File: config.mk
export PLATFORM = sky130hd
export DESIGN_NAME = alarm_clock_fsm_flat
export DESIGN_NICKNAME = d
export VERILOG_FILES = /design/src/rtl/alarm_clock_pkg.sv /design/src/rtl/alarm_clock_fsm_if.sv /design/src/rtl/key_reg.sv /design/src/rtl/alarm_clock_fsm.sv /design/src/flat_wrapper.sv
export SDC_FILE = /design/constraint.sdc
export NUM_CORES = 1
export LEC_CHECK = 0
export ABC_AREA = 1
export CAP_MARGIN = 20
export CORE_UTILIZATION = 50
export DETAILED_ROUTE_END_ITERATION = 6
export GPL_TIMING_DRIVEN = 1
export MAX_ROUTING_LAYER = met4
export PLACE_DENSITY = 0.91
export SYNTH_ARGS = -nofsm -noshare
export SYNTH_HDL_FRONTEND = slang
export SYNTH_SLANG_ARGS = --single-unit
File: constraint.sdc
create_clock -name clock -period 2.6 [get_ports clock]
set_input_delay 0.39 -clock clock [delete_from_list [all_inputs] [get_ports clock]]
set_output_delay 0.39 -clock clock [all_outputs]
set_load 0.02 [all_outputs]
File: src/rtl/alarm_clock_pkg.sv
// Shared keypad codes, FSM state type and digit helpers for the alarm clock
// keypad sequencing path.
package alarm_clock_pkg;

    localparam int unsigned DIGIT_W = 4;

    localparam logic [DIGIT_W-1:0] NOKEY = 4'd10;
    localparam logic [DIGIT_W-1:0] ALARM = 4'd11;
    localparam logic [DIGIT_W-1:0] TIME  = 4'd12;

    typedef enum logic [2:0] {
        SHOW_TIME,
        KEY_STORED,
        KEY_WAITED,
        KEY_ENTRY,
        SHOW_ALARM,
        SET_ALARM_TIME,
        SET_CURRENT_TIME
    } state_t;

    function automatic logic is_digit(input logic [DIGIT_W-1:0] k);
        return k <= 4'd9;
    endfunction

    // Codes 13-15 are unused on the keypad and behave as a released key.
    function automatic logic is_nokey(input logic [DIGIT_W-1:0] k);
        return (k == NOKEY) || (k > TIME);
    endfunction

endpackage

File: src/rtl/alarm_clock_fsm_if.sv
// Keypad-side inputs and datapath-side controls of the keypad sequencer.
interface alarm_clock_fsm_if;
    import alarm_clock_pkg::*;

    logic               one_second;
    logic [DIGIT_W-1:0] key;
    logic [DIGIT_W-1:0] key_buffer_ms_hr;
    logic [DIGIT_W-1:0] key_buffer_ls_hr;
    logic [DIGIT_W-1:0] key_buffer_ms_min;
    logic [DIGIT_W-1:0] key_buffer_ls_min;
    logic               load_new_alarm;
    logic               load_new_time;
    logic               show_alarm;
    logic               show_new_time;

    modport slave (
        input  one_second, key,
        output key_buffer_ms_hr, key_buffer_ls_hr, key_buffer_ms_min, key_buffer_ls_min,
        output load_new_alarm, load_new_time, show_alarm, show_new_time
    );

    modport master (
        output one_second, key,
        input  key_buffer_ms_hr, key_buffer_ls_hr, key_buffer_ms_min, key_buffer_ls_min,
        input  load_new_alarm, load_new_time, show_alarm, show_new_time
    );

endinterface

File: src/rtl/key_reg.sv
// Four-digit entry buffer: each shift pushes a new digit in at ls_min and
// drops the oldest digit out of ms_hr.
module key_reg
    import alarm_clock_pkg::*;
(
    input  logic               clock,
    input  logic               reset,
    input  logic               i_shift,
    input  logic               i_clear,
    input  logic [DIGIT_W-1:0] i_digit,
    output logic [DIGIT_W-1:0] o_ms_hr,
    output logic [DIGIT_W-1:0] o_ls_hr,
    output logic [DIGIT_W-1:0] o_ms_min,
    output logic [DIGIT_W-1:0] o_ls_min
);

    logic [DIGIT_W-1:0] r_ms_hr;
    logic [DIGIT_W-1:0] r_ls_hr;
    logic [DIGIT_W-1:0] r_ms_min;
    logic [DIGIT_W-1:0] r_ls_min;

    always_ff @(posedge clock) begin
        if (!reset || i_clear) begin
            r_ms_hr  <= '0;
            r_ls_hr  <= '0;
            r_ms_min <= '0;
            r_ls_min <= '0;
        end else if (i_shift) begin
            r_ms_hr  <= r_ls_hr;
            r_ls_hr  <= r_ms_min;
            r_ms_min <= r_ls_min;
            r_ls_min <= i_digit;
        end
    end

    assign o_ms_hr  = r_ms_hr;
    assign o_ls_hr  = r_ls_hr;
    assign o_ms_min = r_ms_min;
    assign o_ls_min = r_ls_min;

endmodule

File: src/rtl/alarm_clock_fsm.sv
// Keypad sequencing controller: Moore FSM turning keypad codes and the 1 Hz
// tick into load/display strobes, plus the digit entry buffer.
module alarm_clock_fsm
    import alarm_clock_pkg::*;
#(
    parameter int unsigned TIMEOUT_SEC = 10
) (
    input  logic              clock,
    input  logic              reset,
    alarm_clock_fsm_if.slave  bus
);

    localparam int unsigned CNT_W = $clog2(TIMEOUT_SEC + 1);
    localparam logic [CNT_W-1:0] CNT_MAX = CNT_W'(TIMEOUT_SEC);

    state_t             r_state;
    state_t             w_next;
    logic [CNT_W-1:0]   r_count;
    logic [DIGIT_W-1:0] r_key_latched;
    logic               w_timeout;
    logic               w_counting;
    logic               w_digit;
    logic               w_nokey;

    assign w_digit    = is_digit(bus.key);
    assign w_nokey    = is_nokey(bus.key);
    assign w_timeout  = (r_count == CNT_MAX);
    assign w_counting = (r_state == KEY_WAITED) || (r_state == KEY_ENTRY);

    // Key decisions are tested before timeout so a key always wins a tie.
    always_comb begin
        w_next = r_state;
        unique case (r_state)
            SHOW_TIME: begin
                if (w_digit)               w_next = KEY_STORED;
                else if (bus.key == ALARM) w_next = SHOW_ALARM;
            end
            KEY_STORED: w_next = KEY_WAITED;
            KEY_WAITED: begin
                if (w_nokey)        w_next = KEY_ENTRY;
                else if (w_timeout) w_next = SHOW_TIME;
            end
            KEY_ENTRY: begin
                if (w_digit)               w_next = KEY_STORED;
                else if (bus.key == ALARM) w_next = SET_ALARM_TIME;
                else if (bus.key == TIME)  w_next = SET_CURRENT_TIME;
                else if (w_timeout)        w_next = SHOW_TIME;
            end
            SHOW_ALARM: begin
                if (w_nokey) w_next = SHOW_TIME;
            end
            SET_ALARM_TIME:   w_next = SHOW_TIME;
            SET_CURRENT_TIME: w_next = SHOW_TIME;
            default:          w_next = SHOW_TIME;
        endcase
    end

    always_ff @(posedge clock) begin
        if (!reset) begin
            r_state       <= SHOW_TIME;
            r_key_latched <= '0;
        end else begin
            r_state <= w_next;
            if (w_next == KEY_STORED)
                r_key_latched <= bus.key;
        end
    end

    always_ff @(posedge clock) begin
        if (!reset || !w_counting)
            r_count <= '0;
        else if (bus.one_second && !w_timeout)
            r_count <= r_count + 1'b1;
    end

    key_reg u_key_reg (
        .clock    (clock),
        .reset    (reset),
        .i_shift  (r_state == KEY_STORED),
        .i_clear  (r_state == SHOW_TIME),
        .i_digit  (r_key_latched),
        .o_ms_hr  (bus.key_buffer_ms_hr),
        .o_ls_hr  (bus.key_buffer_ls_hr),
        .o_ms_min (bus.key_buffer_ms_min),
        .o_ls_min (bus.key_buffer_ls_min)
    );

    assign bus.load_new_alarm = (r_state == SET_ALARM_TIME);
    assign bus.load_new_time  = (r_state == SET_CURRENT_TIME);
    assign bus.show_alarm     = (r_state == SHOW_ALARM);
    assign bus.show_new_time  = (r_state == KEY_STORED) || (r_state == KEY_WAITED) ||
                                (r_state == KEY_ENTRY);

endmodule

File: src/flat_wrapper.sv
// flat-port wrapper written by rule: the top's interface ports become plain ports
module alarm_clock_fsm_flat import alarm_clock_pkg::*;
#(
    parameter int unsigned TIMEOUT_SEC = 10
)
  (clock, reset, bus_one_second, bus_key, bus_key_buffer_ms_hr, bus_key_buffer_ls_hr, bus_key_buffer_ms_min, bus_key_buffer_ls_min, bus_load_new_alarm, bus_load_new_time, bus_show_alarm, bus_show_new_time);
  alarm_clock_fsm_if bus_i ();
  input  logic clock;
  input  logic reset;
  input wire logic [$bits(bus_i.one_second)-1:0] bus_one_second;
  input wire logic [$bits(bus_i.key)-1:0] bus_key;
  output wire logic [$bits(bus_i.key_buffer_ms_hr)-1:0] bus_key_buffer_ms_hr;
  output wire logic [$bits(bus_i.key_buffer_ls_hr)-1:0] bus_key_buffer_ls_hr;
  output wire logic [$bits(bus_i.key_buffer_ms_min)-1:0] bus_key_buffer_ms_min;
  output wire logic [$bits(bus_i.key_buffer_ls_min)-1:0] bus_key_buffer_ls_min;
  output wire logic [$bits(bus_i.load_new_alarm)-1:0] bus_load_new_alarm;
  output wire logic [$bits(bus_i.load_new_time)-1:0] bus_load_new_time;
  output wire logic [$bits(bus_i.show_alarm)-1:0] bus_show_alarm;
  output wire logic [$bits(bus_i.show_new_time)-1:0] bus_show_new_time;
  assign bus_i.one_second = bus_one_second;
  assign bus_i.key = bus_key;
  assign bus_key_buffer_ms_hr = bus_i.key_buffer_ms_hr;
  assign bus_key_buffer_ls_hr = bus_i.key_buffer_ls_hr;
  assign bus_key_buffer_ms_min = bus_i.key_buffer_ms_min;
  assign bus_key_buffer_ls_min = bus_i.key_buffer_ls_min;
  assign bus_load_new_alarm = bus_i.load_new_alarm;
  assign bus_load_new_time = bus_i.load_new_time;
  assign bus_show_alarm = bus_i.show_alarm;
  assign bus_show_new_time = bus_i.show_new_time;
  alarm_clock_fsm #(.TIMEOUT_SEC(TIMEOUT_SEC)) u_core (.clock(clock), .reset(reset), .bus(bus_i));
endmodule
# Word-level counts from Yosys, hierarchy flattened
# Index checks and enable logic that the tools add are counted.
# word_totals
ff_bits	27
input_bits	7
output_inout_bits	20
elab_cells	41
# op_classes
n_addsub	1
magnitude_cmp	2
eq_ne	11
n_mux	9
reduce_logical	11
# op_table
cell	count
$mux W3	8
$eq A4 B4 Y1 const B	4
$pmux W3 S5	1
$eq A3 B3 Y1 const B	3
$eq A3 B1 Y1 const B	2
$eq A3 B2 Y1 const B	2
$logic_or A1 B1 Y1	6
$add A4 B1 Y4 const B	1
$gt A4 B4 Y1 const B	1
$le A4 B4 Y1 const B	1
$logic_not A1 Y1	3
$logic_not A3 Y1	1
$logic_and A1 B1 Y1	1

# Longest topological paths before layout
# depth
word_depth	7
depth_mapped	11
ltp_nobuf	11

# Modules after synthesis
# From an unflattened synthesis, not the netlist that was laid out.
# unflattened
hier_cells	189
area_unflattened_um2	1382.6
# modules_own_cells
module	instances	cells_per_inst	area_each_um2	seq_area_each_um2
alarm_clock_fsm	1	118	730.7	220.2
key_reg	1	71	651.9	320.3

# Worst setup path after synthesis
# No wires, ideal clock.
# synth_path
path_type	register -> output
from	register u_core.r_state[2]
to	output bus_load_new_alarm
arrival_time_ps	1307
slack_ps	903
stages_incl_launch_ff	5
path_buffers	2
path_cell_list	dfxtp_1 > inv_2 > buf_6 > clkbuf_1 > nor3_1
# synth_via
elab_chain_cells	1
# synth_rtl
element	line	rtl
start, declared	alarm_clock_fsm.sv:16	state_t r_state;
start signal, assigned	alarm_clock_fsm.sv:63	r_state <= w_next;
$eq A3 B3 Y1	alarm_clock_fsm.sv:88	assign bus.load_new_alarm = (r_state == SET_ALARM_TIME);
end, declared	flat_wrapper.sv:16	output wire logic [$bits(bus_i.load_new_alarm)-1:0] bus_load_new_alarm;
# No other way between the ends.

# Final worst setup path
# layout_path
from	register u_core.r_state[0]
to	output bus_load_new_alarm
# The elaborated chain is that of the path after synthesis.

==> results.py <==
metrics = {
    "clocking": {
        "clock-root-buffer": "clkbuf_4",
        "clk_latency_ns": 0.32,
        "cts_tree": "done",
        "htreeDepth": 1,
        "clk_pin_slew_ns": 0.15,
        "holdBufCountCts": 0,
        "numCtsBuffers": 3,
        "cts_resized": 0,
        "cts_setup_buffers": 0,
        "clock-sinks": 27,
        "clockBufferDepth": 2,
    },
    "timing": {
        "relSlewSlack": 0.704,
        "final-hold-violation-count": 0,
        "fin_crit_ns": 2.26,
        "finClkSkew_ns": 0.00384,
        "min_period_over_period": 0.870,
        "drv_slew": 0,
        "tightest_slew_ns": 0.443,
        "fmax_mhz": 442,
        "setup_viol": 0,
        "rsz0062_at_grt": "no",
        "tns_ns": 0,
    },
    "worst_setup_path": {
        "path_cells": "inv_1 -> nor3_1 -> clkdlybuf4s50_1",
        "critPathMaxFanout": 13,
        "crit_start": "u_core.r_state[0]",
        "crit_type": "reg -> out",
        "r2r_slack_ns": 0.75,
        "reg2reg_depth": 9,
        "endpoint": "bus_load_new_alarm",
        "slowest_delay_ns": 0.63,
        "timing.rr.end": "u_core.r_key_latched[2]",
        "crit_arrival_ns": 1.87,
        "start_kind": "flip-flop",
        "worst_setup_path_end_kind": "output pin",
        "slowest_stage": "clkdlybuf4s50_1",
        "r2r_start": "u_core.r_state[2]",
        "cp_data_required_time_ns": 2.21,
    },
    "synth": {
        "syn-cell-area_sq_um": 1270,
        "synth_compound_area_frac": 0.117,
        "ys_types": 21,
        "synth.area.top_cells": "dfxtp_1 (43%), nand2_1 (13%), a21oi_1 (11%)",
        "synth_simple_gate_area_frac": 0.358,
        "synth_cells": 179,
        "syn_nets": 188,
        "synthFlopType": "dfxtp_1",
        "synthAdderAreaFrac": 0.0198,
        "syn_area_per_cell_sq_um": 7.07,
        "synth_xor_xnor_area_share": 0,
        "ys_seq_area_frac": 0.427,
        "ys_top_cells_by_count": "nand2_1 (45), a21oi_1 (27), dfxtp_1 (27)",
        "ys_warn_count": 0,
        "muxShareOfSynthArea": 0,
        "yosysMostFrequentCell": "nand2_1",
        "ys_ff_latch": 27,
        "yosys.area.top_type": "dfxtp_1",
        "synth_top_area_frac": 0.427,
        "synth_top_family_by_area": "simple AND/OR/NAND/NOR gates",
        "synth-async-reset-ratio": 0,
        "synth_edf_count": 0,
    },
    "global_routing": {
        "met1_usage": 0.268,
        "grt_pass1_wl_mm": 4.61,
        "first_global_vias": 1114,
        "grtUsageMet3": 0.0261,
        "grt-ovfl-total": 0,
        "gr-usage-all-layers": 0.232,
        "grt_busiest_layer": "met2",
        "grt_max_degree": 22,
        "met2_usage": 0.407,
        "antenna_found_initial": 0,
    },
    "run_status": {
        "status": "completed",
    },
    "power": {
        "p_total_w": 0.000840,
        "p_leak_nw": 0.597,
        "peakVddDrop_mv": 0.383,
        "powerDensity_nw_per_um2": 535,
    },
    "drt": {
        "drt_first_pass_iters": 5,
        "totalWireLength_mm": 2.82,
        "drtAntennaViolNets": 0,
        "drt-vias-per-instance": 5.48,
        "num_vias": 1271,
        "first_iter_violations": 44,
        "wl_per_cell_um": 12.2,
        "drcViolationCount": 0,
    },
    "placement": {
        "dp_cells": 227,
        "gp_congestion": 0.919,
        "dp_hpwl_mm": 2.06,
        "numPortBuffers": 26,
    },
    "worst_hold_path": {
        "min_from": "u_core.u_key_reg.o_ms_hr[2]",
        "hp-class": "reg -> reg",
    },
    "finish": {
        "n_antenna_cell": 0,
        "area_growth_pct": 24.0,
        "layout.nets": 214,
        "drive_gt1_frac": 0.0735,
        "finalNonFillerCells": 232,
    },
    "floorplanning": {
        "die_y_um": 52.3,
        "core-area_sq_um": 2300,
        "num_rows": 17,
        "initial_core_util": 0.551,
        "die_w_um": 52.3,
        "dieArea_sq_um": 2740,
        "io_pins": 27,
    },
    "flow_run": {
        "cap_violations": 0,
    },
}
-- cells by family (layout without fill, tap and decap cells) --
logic type | Yosys count | count (layout)
adder cells (fa/ha/maj) | 2 | 2
AND/OR/NAND/NOR | 97 | 97
flip-flops | 27 | 27
AO/OA/AOI/OAI | 29 | 29
buffers and inverters | 24 | 49
-- how the worst min path moves through the flow --
stage	end	slack, ns	cells past startpoint
6_report	u_core.u_key_reg.o_ms_hr[2]	0.48	2
5_1_grt	u_core.u_key_reg.o_ms_hr[1]	0.49	2
4_1_cts	u_core.u_key_reg.o_ms_hr[2]	0.47	2
3_5_place_dp	u_core.u_key_reg.o_ms_hr[2]	0.46	2
3_3_place_gp	u_core.u_key_reg.o_ms_hr[2]	0.45	2
2_1_floorplan	u_core.r_key_latched[0]	0.45	2
-- worst max-delay path: cells and delay by family (launching register included) --
family	cells	cell delay (ns)
buf+inv	2	0.77
flops	1	0.62
simple gates	1	0.16
-- cell usage in the layout (no fill, tap or decap) --
master and instances:
a211oi_1 1, a21oi_1 27, buf_4 2, clkbuf_4 3, clkdlybuf4s50_1 26, clkinvlp_4 1
dfxtp_1 27, ha_1 2, inv_1 13, inv_2 4, nand2_1 45, nand3_1 12
nand3_2 2, nand4_1 17, nor2_1 15, nor2_2 1, nor2_4 1, nor3_1 2
nor3b_1 1, o21ai_1 1, or2_2 1
-- per-layer routing --
metal,share of wire,wire length [um]
met1,0.44,1250
met2,0.50,1400
met3,0.040,112
met4,0.019,53
met5,0,0
-- power breakdown --
| part | total (W) | switching [W] | internal [W] | leakage [nW] |
|---|---|---|---|---|
| registers | 0.000459 | 0.0000233 | 0.000436 | 0.219 |
| clock network | 0.000180 | 0.000121 | 0.0000587 | 0.0139 |
| logic | 0.000201 | 0.000133 | 0.0000681 | 0.365 |
| total | 0.000840 | 0.000278 | 0.000562 | 0.597 |
-- registers in the layout, indices dropped and copies added, names as in the netlist --
signal                     flops
u_core.r_count                 4
u_core.r_key_latched           4
u_core.r_state                 3
u_core.u_key_reg.o_ls_hr       4
u_core.u_key_reg.o_ls_min      4
u_core.u_key_reg.o_ms_hr       4
u_core.u_key_reg.o_ms_min      4
-- cell type report --
type	count	area [sq um]
clock buffer	3	22.5
clock inverter	1	7.51
fill	183	727
inverter	17	63.8
multi-input combinational	128	626
sequential	27	541
tap	28	35.0
timing repair buffer	28	275
-- through the flow --
step                      area (sq um)  hold WS [ns]  setup slack [ns]   util
after global placement            1530         0.451             0.737  0.667
after detailed placement          1530         0.456             0.612  0.667
after CTS                         1560         0.475             0.337  0.680
after floorplan                   1270         0.452             0.903      -
final                             1570         0.477             0.338  0.684
after global routing              1570         0.488             0.225  0.684
No activity file was read; power rests on OpenSTA's default activity.
